<file path="src/rtl/bf16_dec_conv.sv">
// BF16 to signed 5-digit BCD converter: truncates toward zero, then runs a serial
// double-dabble conversion one bit per cycle behind a level start/done handshake.
module bf16_dec_conv #(
    parameter int DIGITS = 5,
    parameter int BIN_W  = 17
) (
    input  logic                  clk,
    input  logic                  rst,
    input  logic                  start,
    input  logic [15:0]           bf16_in,
    input  logic                  err_in,
    output logic [4*DIGITS-1:0]   bcd,
    output logic                  neg,
    output logic                  ovf,
    output logic                  err_out,
    output logic                  done
);
    localparam int SH_W = 4*DIGITS + BIN_W;

    typedef enum logic [1:0] {IDLE, DECODE, SHIFT, DONE} state_t;

    state_t            state;
    logic [15:0]       val;
    logic              err_lat;
    logic              neg_pend;
    logic [4:0]        cnt;
    logic [SH_W-1:0]   shreg;
    logic [SH_W-1:0]   sh_next;
    logic [7:0]        exp_f;
    logic              big;
    logic [BIN_W-1:0]  mag;
    logic              too_big;

    // Integer part of 1.mant * 2^(e-127), valid for e <= 143.
    function automatic logic [BIN_W-1:0] int_mag(input logic [7:0] e, input logic [6:0] m);
        logic [BIN_W-1:0] mm;
        mm = {{(BIN_W-8){1'b0}}, 1'b1, m};
        if (e < 8'd127)
            return '0;
        else if (e <= 8'd133)
            return mm >> (8'd134 - e);
        else
            return mm << (e - 8'd134);
    endfunction

    function automatic logic [SH_W-1:0] dabble_step(input logic [SH_W-1:0] v);
        logic [SH_W-1:0] t;
        t = v;
        for (int i = 0; i < DIGITS; i++) begin
            if (t[BIN_W+4*i +: 4] >= 4'd5)
                t[BIN_W+4*i +: 4] = t[BIN_W+4*i +: 4] + 4'd3;
        end
        return {t[SH_W-2:0], 1'b0};
    endfunction

    assign exp_f   = val[14:7];
    assign big     = (exp_f >= 8'd144);   // covers Inf/NaN as well as s >= 17
    assign mag     = big ? '0 : int_mag(exp_f, val[6:0]);
    assign too_big = big || (mag > 17'd99999);
    assign sh_next = dabble_step(shreg);

    always_ff @(posedge clk or posedge rst) begin
        if (rst) begin
            state    <= IDLE;
            val      <= '0;
            err_lat  <= 1'b0;
            neg_pend <= 1'b0;
            cnt      <= '0;
            shreg    <= '0;
            bcd      <= '0;
            neg      <= 1'b0;
            ovf      <= 1'b0;
            err_out  <= 1'b0;
            done     <= 1'b0;
        end else begin
            case (state)
                IDLE: begin
                    done <= 1'b0;
                    if (start) begin
                        val     <= bf16_in;
                        err_lat <= err_in;
                        state   <= DECODE;
                    end
                end
                DECODE: begin
                    if (err_lat) begin
                        err_out <= 1'b1;
                        bcd     <= '0;
                        neg     <= 1'b0;
                        ovf     <= 1'b0;
                        state   <= DONE;
                    end else if (too_big) begin
                        err_out <= 1'b0;
                        ovf     <= 1'b1;
                        bcd     <= 20'h99999;
                        neg     <= val[15];
                        state   <= DONE;
                    end else begin
                        // Sign is held back so outputs change only when the result is ready
                        neg_pend <= val[15] && (mag != '0);
                        shreg    <= {{(4*DIGITS){1'b0}}, mag};
                        cnt      <= '0;
                        state    <= SHIFT;
                    end
                end
                SHIFT: begin
                    shreg <= sh_next;
                    cnt   <= cnt + 5'd1;
                    if (cnt == 5'(BIN_W-1)) begin
                        bcd     <= sh_next[SH_W-1 -: 4*DIGITS];
                        neg     <= neg_pend;
                        ovf     <= 1'b0;
                        err_out <= 1'b0;
                        state   <= DONE;
                    end
                end
                DONE: begin
                    done <= 1'b1;
                    if (!start)
                        state <= IDLE;
                end
                default: state <= IDLE;
            endcase
        end
    end
endmodule

</file>
<file path="config.mk">
export PLATFORM = sky130hd
export DESIGN_NAME = bf16_dec_conv
export DESIGN_NICKNAME = d
export VERILOG_FILES = /design/src/rtl/bf16_dec_conv.sv
export SDC_FILE = /design/constraint.sdc
export NUM_CORES = 1
export LEC_CHECK = 0
export CAP_MARGIN = 10
export CORE_ASPECT_RATIO = 0.7
export CORE_MARGIN = 2
export CORE_UTILIZATION = 63
export CTS_CLUSTER_SIZE = 8
export DETAILED_ROUTE_END_ITERATION = 12
export DONT_BUFFER_PORTS = 1
export PLACE_DENSITY = 0.79
export SYNTH_ARGS = -nofsm -noshare
export SYNTH_HDL_FRONTEND = slang
export SYNTH_SLANG_ARGS = --single-unit
</file>
<file path="constraint.sdc">
create_clock -name clk -period 3.7 [get_ports clk]
set_clock_uncertainty 0.05 [all_clocks]
set_input_delay 0.74 -clock clk [delete_from_list [all_inputs] [get_ports clk]]
set_output_delay 0.74 -clock clk [all_outputs]
set_load 0.05 [all_outputs]
</file>
After elaboration in Yosys (flattened, before gate mapping)
Cells that the tools add are included.

operators by class
  $add $sub $neg = 8
  $lt $le $gt $ge = 9
  eq/ne operators = 10
  shift operators = 2
  multiplexer cells = 36
  bitwise gates (word level) = 2
  reduce and logical (&&, ||, !) cells = 11

operators with widths
  operator                count
  $mux W37                2
  $pmux W37 S2            1
  $mux W20                3
  $mux W17                3
  $pmux W20 S2            1
  $ge A4 B3 Y1 const B    5
  $gt A17 B17 Y1 const B  1
  $reduce_bool A17 Y1     1
  $shl A8 B8 Y17          1
  $shr A8 B8 Y17          1
  $add A4 B2 Y4 const B   4
  $mux W4                 4
  $reduce_and A3 Y1       4
  $mux W1                 10
  $mux W5                 2
  $ne A2 B2 Y1 const B    5
  $pmux W5 S2             1
  $ge A8 B8 Y1 const B    1
  $le A8 B8 Y1 const B    1
  $lt A8 B7 Y1 const B    1
  $pmux W1 S2             4
  $pmux W2 S4             1
  $sub A8 B8 Y8 const A   1
  $sub A8 B8 Y8 const B   1
  other kinds (14)        19

word-level totals
  register bits after elaboration = 86
  bits of input ports = 20
  output and inout port bits = 24
  word-level logic and storage cells = 89

Longest topological paths before layout
  depth after elaboration = 10
  depth in mapped cells = 13
  gate-level depth less buffers = 10

Worst setup path before layout
No wires, ideal clock.

  path type = reg2reg
  from = reg val[8]
  to = reg bcd[19]
  setup time = 127 ps
  data arrival time = 2,978 ps
  data required time = 3,523 ps
  slack = 545 ps
  cell stages (with the launch flop) = 13
  buffers on the path = 3
  period minus slack after synthesis = 3,155 ps
  cell sequence = dfrtp_1 > buf_4 > buf_6 > inv_1 > ha_1 > nor4bb_1 > o21ai_1 > nor2_1 > nand2_1 > o31a_1 > a211oi_4 > buf_6 > mux2_1

on the way
  longest elaborated chain between the ends = 9
  elaborated cells between the ends (all ways) = 14
  those cells by class = 2 x add/sub; 4 x order compare; 1 x eq/ne; 2 x shift; 3 x mux; 2 x reduce/logical

ends and longest elaborated chain
  element                                           line    source
  start: declaration                                23      logic [15:0] val;
  start signal: assignment                          80      val <= bf16_in;
  $sub A8 B8 Y8, on equally long branches           43, 41
  $shl A8 B8 Y17 or $shr A8 B8 Y17 (tied branches)  43, 41
  $mux W17                                          40      else if (e <= 8'd133)
  $mux W17                                          38      if (e < 8'd127)
  $mux W17                                          58      assign mag = big ? '0 : int_mag(exp_f, val[6:0]);
  $gt A17 B17 Y1                                    59      assign too_big = big || (mag > 17'd99999);
  $logic_or A1 B1 Y1 (*)                            59
  $ne A3 B3 Y1 (no source line) (*)                 n/a
  $reduce_and A3 Y1 (no source line) (*)            n/a
  end signal: assignment                            110     bcd <= sh_next[SH_W-1 -: 4*DIGITS];
  end: declaration                                  12      output logic [4*DIGITS-1:0] bcd,

Mark *: on every way between the ends. The rest lies on a longest branch, timed or not.
A chain may end at the register's enable or synchronous reset.

Worst setup path after layout
  from = reg val[8]
  to = reg neg_pend

on the way
  longest elaborated chain between the ends = 9
  elaborated cells between the ends (all ways) = 16
  those cells by class = 2 x add/sub; 4 x order compare; 2 x shift; 3 x mux; 1 x bitwise; 4 x reduce/logical

ends and longest elaborated chain
  element                                           line    source
  $sub A8 B8 Y8, on equally long branches           43, 41
  $shl A8 B8 Y17 or $shr A8 B8 Y17 (tied branches)  43, 41
  $mux W17                                          40
  $mux W17                                          38
  $mux W17                                          58
  $gt A17 B17 Y1                                    59
  $logic_or A1 B1 Y1                                59
  $not A1 Y1 (no source line)                       n/a
  $reduce_and A3 Y1 (no source line)                n/a
  end signal: assignment                            100     neg_pend <= val[15] && (mag != '0);
  end: declaration                                  25      logic neg_pend;

Several ways; a longest one is shown, not always the timed one.

==> run_results.csv <==
group,metric,value,unit
outcome,outcome,"complete, no violations",
logic_synthesis,netlist_instances,610,
power_and_ir_drop,ir_drop,596,uV
setup_path,start_kind,"flip-flop",
sta,fin_crit_sh,88.6,%
place,dpl.cell_count,710,
global_route,antenna_found_initial,0,
cts,cts.repair.resized,0,
cts,numCtsBuffers,9,
place,port_buffers,0,
sta,worst_pin_slew,0.829,ns
sta,slew-limit-headroom,44.7,%
logic_synthesis,ys_seq_elements,86,
die,die_height,82.4,um
die,io_pins,44,
sta,hold_viol_final,0,
setup_path,cp.arrival,3.45,ns
sta,fmax,0.305,GHz
place,gp_congestion,0.972,
finish,diodes,0,
die,die-area,0.00956,mm^2
finish,fillers,690,
finish,synthToLayoutAreaGrowth,7.28,%
logic_synthesis,synth_nets,652,
routing,drtAntennaViolNets,0,
place,hpwl,9650,um
routing,num_vias,4481,
logic_synthesis,synth_flop_cell,"dfrtp_1",
cts,htreeDepth,3,
die,rows,28,
cts,cts-root-buf,"clkbuf_16",
global_route,grt_pass1_vias,4243,
global_route,grt_pass1_wl,21500,um
power_and_ir_drop,p_per_area,957,mW/mm^2
die,core,0.00848,mm^2
cts,clkTransAtPathRegs,0.07,ns
setup_path,required,3.88,ns
setup_path,path_max_fanout,11,
logic_synthesis,avgSynthCellArea,9.07,um^2
logic_synthesis,seq_area_frac_synth,38.9,%
die,die_w,116,um
global_route,grt_overflow,0,
logic_synthesis,synthArstFlopShare,100,%
logic_synthesis,synth_area,0.00553,mm^2
routing,drt-vias-per-instance,6.17,
sta,setup_tns,0,ns
finish,final_nets,643,
cts,ctsHoldBuffers,0,
global_route,grt_usage,29.5,%
sta,period_minus_slack,3.28,ns
routing,drcViolationCount,0,
finish,final_cells,726,
logic_synthesis,synth_edf_count,0,
cts,cts_tree,"yes",
cts,clockBufferDepth,2,
sta,maxSlewViolCount,0,
routing,routed_wl,13100,um
logic_synthesis,yosys_warnings,0,
setup_path,crit_type,"flip-flop to flip-flop",
min_path,worst_hold_path_type,"input port to async pin",
cts,post_cts_buffers,0,
sta,rsz0062_at_grt,"false",
cts,cts_sinks,86,
logic_synthesis,synth_cell_types,66,
power_and_ir_drop,leakagePower,2.47,nW
setup_path,end_kind,"flip-flop",
routing,drtPass1Iterations,5,
global_route,grt_start_max_net_pins,47,
die,floorplan.initialDensity,65.3,%
run,maxCapViolCount,0,
routing,drt_iter0_markers,347,
routing,avgRoutedWirePerCell,18.0,um
cts,worstSkewPairLatency,0.35,ns
sta,setup_viol,0,
finish,drive_gt1_share,14.0,%
[area by class of cell]
type | instances | area [um^2] | share of cell area, %
Clock buffer | 10 | 229 | 3.86
Clock inverter | 6 | 71.3 | 1.20
Inverter | 32 | 121 | 2.04
Multi-Input combinational cell | 454 | 3060 | 51.6
Sequential cell | 86 | 2150 | 36.3
Tap cell | 120 | 150 | 2.53
Timing Repair Buffer | 18 | 148 | 2.49
[kinds of logic after synthesis]
family	synth area share (%)
AOI/OAI and AO/OA	17.0
and+or+nand+nor	18.2
DFF	38.9
muxes	12.6
xor gates and xnor gates	2.35
buffers and inverters	5.90
adders and majority gates	4.98
[per-stage QoR]
| stage | hold WS (ns) | worst slack (ns) | power, mW | area [um^2] | utilization [%] |
|---|---|---|---|---|---|
| CTS | 0.386 | 0.440 | 5.64 | 5940 | 70.0 |
| detailed placement | 0.414 | 0.470 | 4.70 | 5640 | 66.5 |
| floorplan | 0.387 | 0.545 | 3.98 | 5530 | - |
| global route | 0.420 | 0.218 | 6.04 | 5940 | 70.0 |
| global placement | 0.411 | 0.528 | 4.66 | 5640 | 66.5 |
| finish | 0.352 | 0.421 | 5.68 | 5940 | 70.0 |
[routing by layer]
layer / vias to the layer above / global-route usage [%] / share of wire [%]
li1: 2129 / - / -
met1: 2187 / 43.7 / 50
met2: 146 / 42.0 / 41
met3: 19 / 8.83 / 7.9
met4: 0 / 7.74 / 1.2
met5: - / 0 / 0
[sequential cells by signal, summed over array words and instances, names as in the netlist]
name / flops
shreg: 37
bcd: 20
val: 16
cnt: 5
state: 2
done: 1
err_lat: 1
err_out: 1
neg: 1
neg_pend: 1
ovf: 1
[report_power, final]
group / switching (mW) / total [mW] / internal [mW] / leakage [nW]
Sequential: 0.592 / 1.74 / 1.15 / 1.13
Clock: 0.396 / 0.926 / 0.529 / 0.145
Combinational: 1.81 / 3.01 / 1.20 / 1.20
Total: 2.80 / 5.68 / 2.88 / 2.47
[synth_stat cells (all sizes together) (2+ instances only)]
cell / n / area (um^2)
or3b: 4 / 35.0
a211o: 3 / 26.3
nand2: 91 / 342
or2: 2 / 12.5
nor4bb: 3 / 30.0
mux2: 33 / 379
nor2b: 6 / 37.5
o211ai: 10 / 75.1
a22oi: 2 / 15.0
buf: 22 / 146
nor4b: 2 / 32.5
o31ai: 2 / 15.0
a21oi: 22 / 114
mux4: 4 / 90.1
or4: 2 / 15.0
dfrtp: 86 / 2150
and2: 2 / 12.5
ha: 22 / 275
o31a: 2 / 17.5
xor2: 7 / 68.8
nor2: 35 / 131
nand2b: 12 / 75.1
nor3b: 6 / 45.0
a211oi: 2 / 27.5
o41ai: 2 / 17.5
clkbuf: 16 / 60.1
mux2i: 23 / 230
nand3: 21 / 110
or3: 4 / 25.0
a21o: 3 / 22.5
inv: 32 / 120
xnor2: 7 / 61.3
nand3b: 2 / 15.0
a31oi: 15 / 93.8
o22ai: 5 / 31.3
o221ai: 3 / 26.3
nor3: 6 / 30.0
nand4: 2 / 12.5
o21ai: 73 / 373
[cells in the final DEF, fill, tap and decap left out, types with 5 or more instances in the layout]
cell type / Yosys / routed
ha_1: 22 / 21
nand2_1: 91 / 91
a31oi_1: 15 / 15
nand3_1: 20 / 20
o21ai_0: 67 / 67
mux2i_1: 23 / 23
o211ai_1: 10 / 10
mux2_2: 26 / 26
o22ai_1: 5 / 5
nor3_1: 6 / 6
nor2_1: 35 / 35
nor3b_1: 6 / 6
mux2_1: 5 / 5
nor2b_1: 6 / 6
buf_4: 3 / 17
dfrtp_1: 86 / 86
clkbuf_16: 0 / 9
xnor2_1: 7 / 7
xor2_1: 6 / 6
nand2b_1: 12 / 12
a21oi_1: 21 / 21
inv_1: 30 / 29
[path summary, 6_finish.rpt]
| check | depth (start not counted) | start | endpoint | slack, ns |
|---|---|---|---|---|
| max | 10 | val[8] | neg_pend | 0.42 |
| min | 1 | rst | shreg[2] | 0.35 |
| max reg2reg | 10 | val[8] | neg_pend | 0.42 |
| min reg2reg | 2 | shreg[0] | shreg[0] | 0.44 |
| max in group asynchronous | 2 | rst | shreg[15] | 2.46 |
| min in group clk | 2 | shreg[0] | shreg[0] | 0.44 |
[worst max-delay path: stages, from the launching register on]
cell     delay (ns)
dfrtp_1        0.39
ha_1           0.45
buf_4          0.24
mux4_2         0.33
nand3_1        0.11
o21ai_2        0.08
nor4_2         0.38
nor3_1         0.12
or4_1          0.54
o41ai_1        0.37
o21ai_1        0.11
Note: power is estimated with default switching activity, not from simulation.
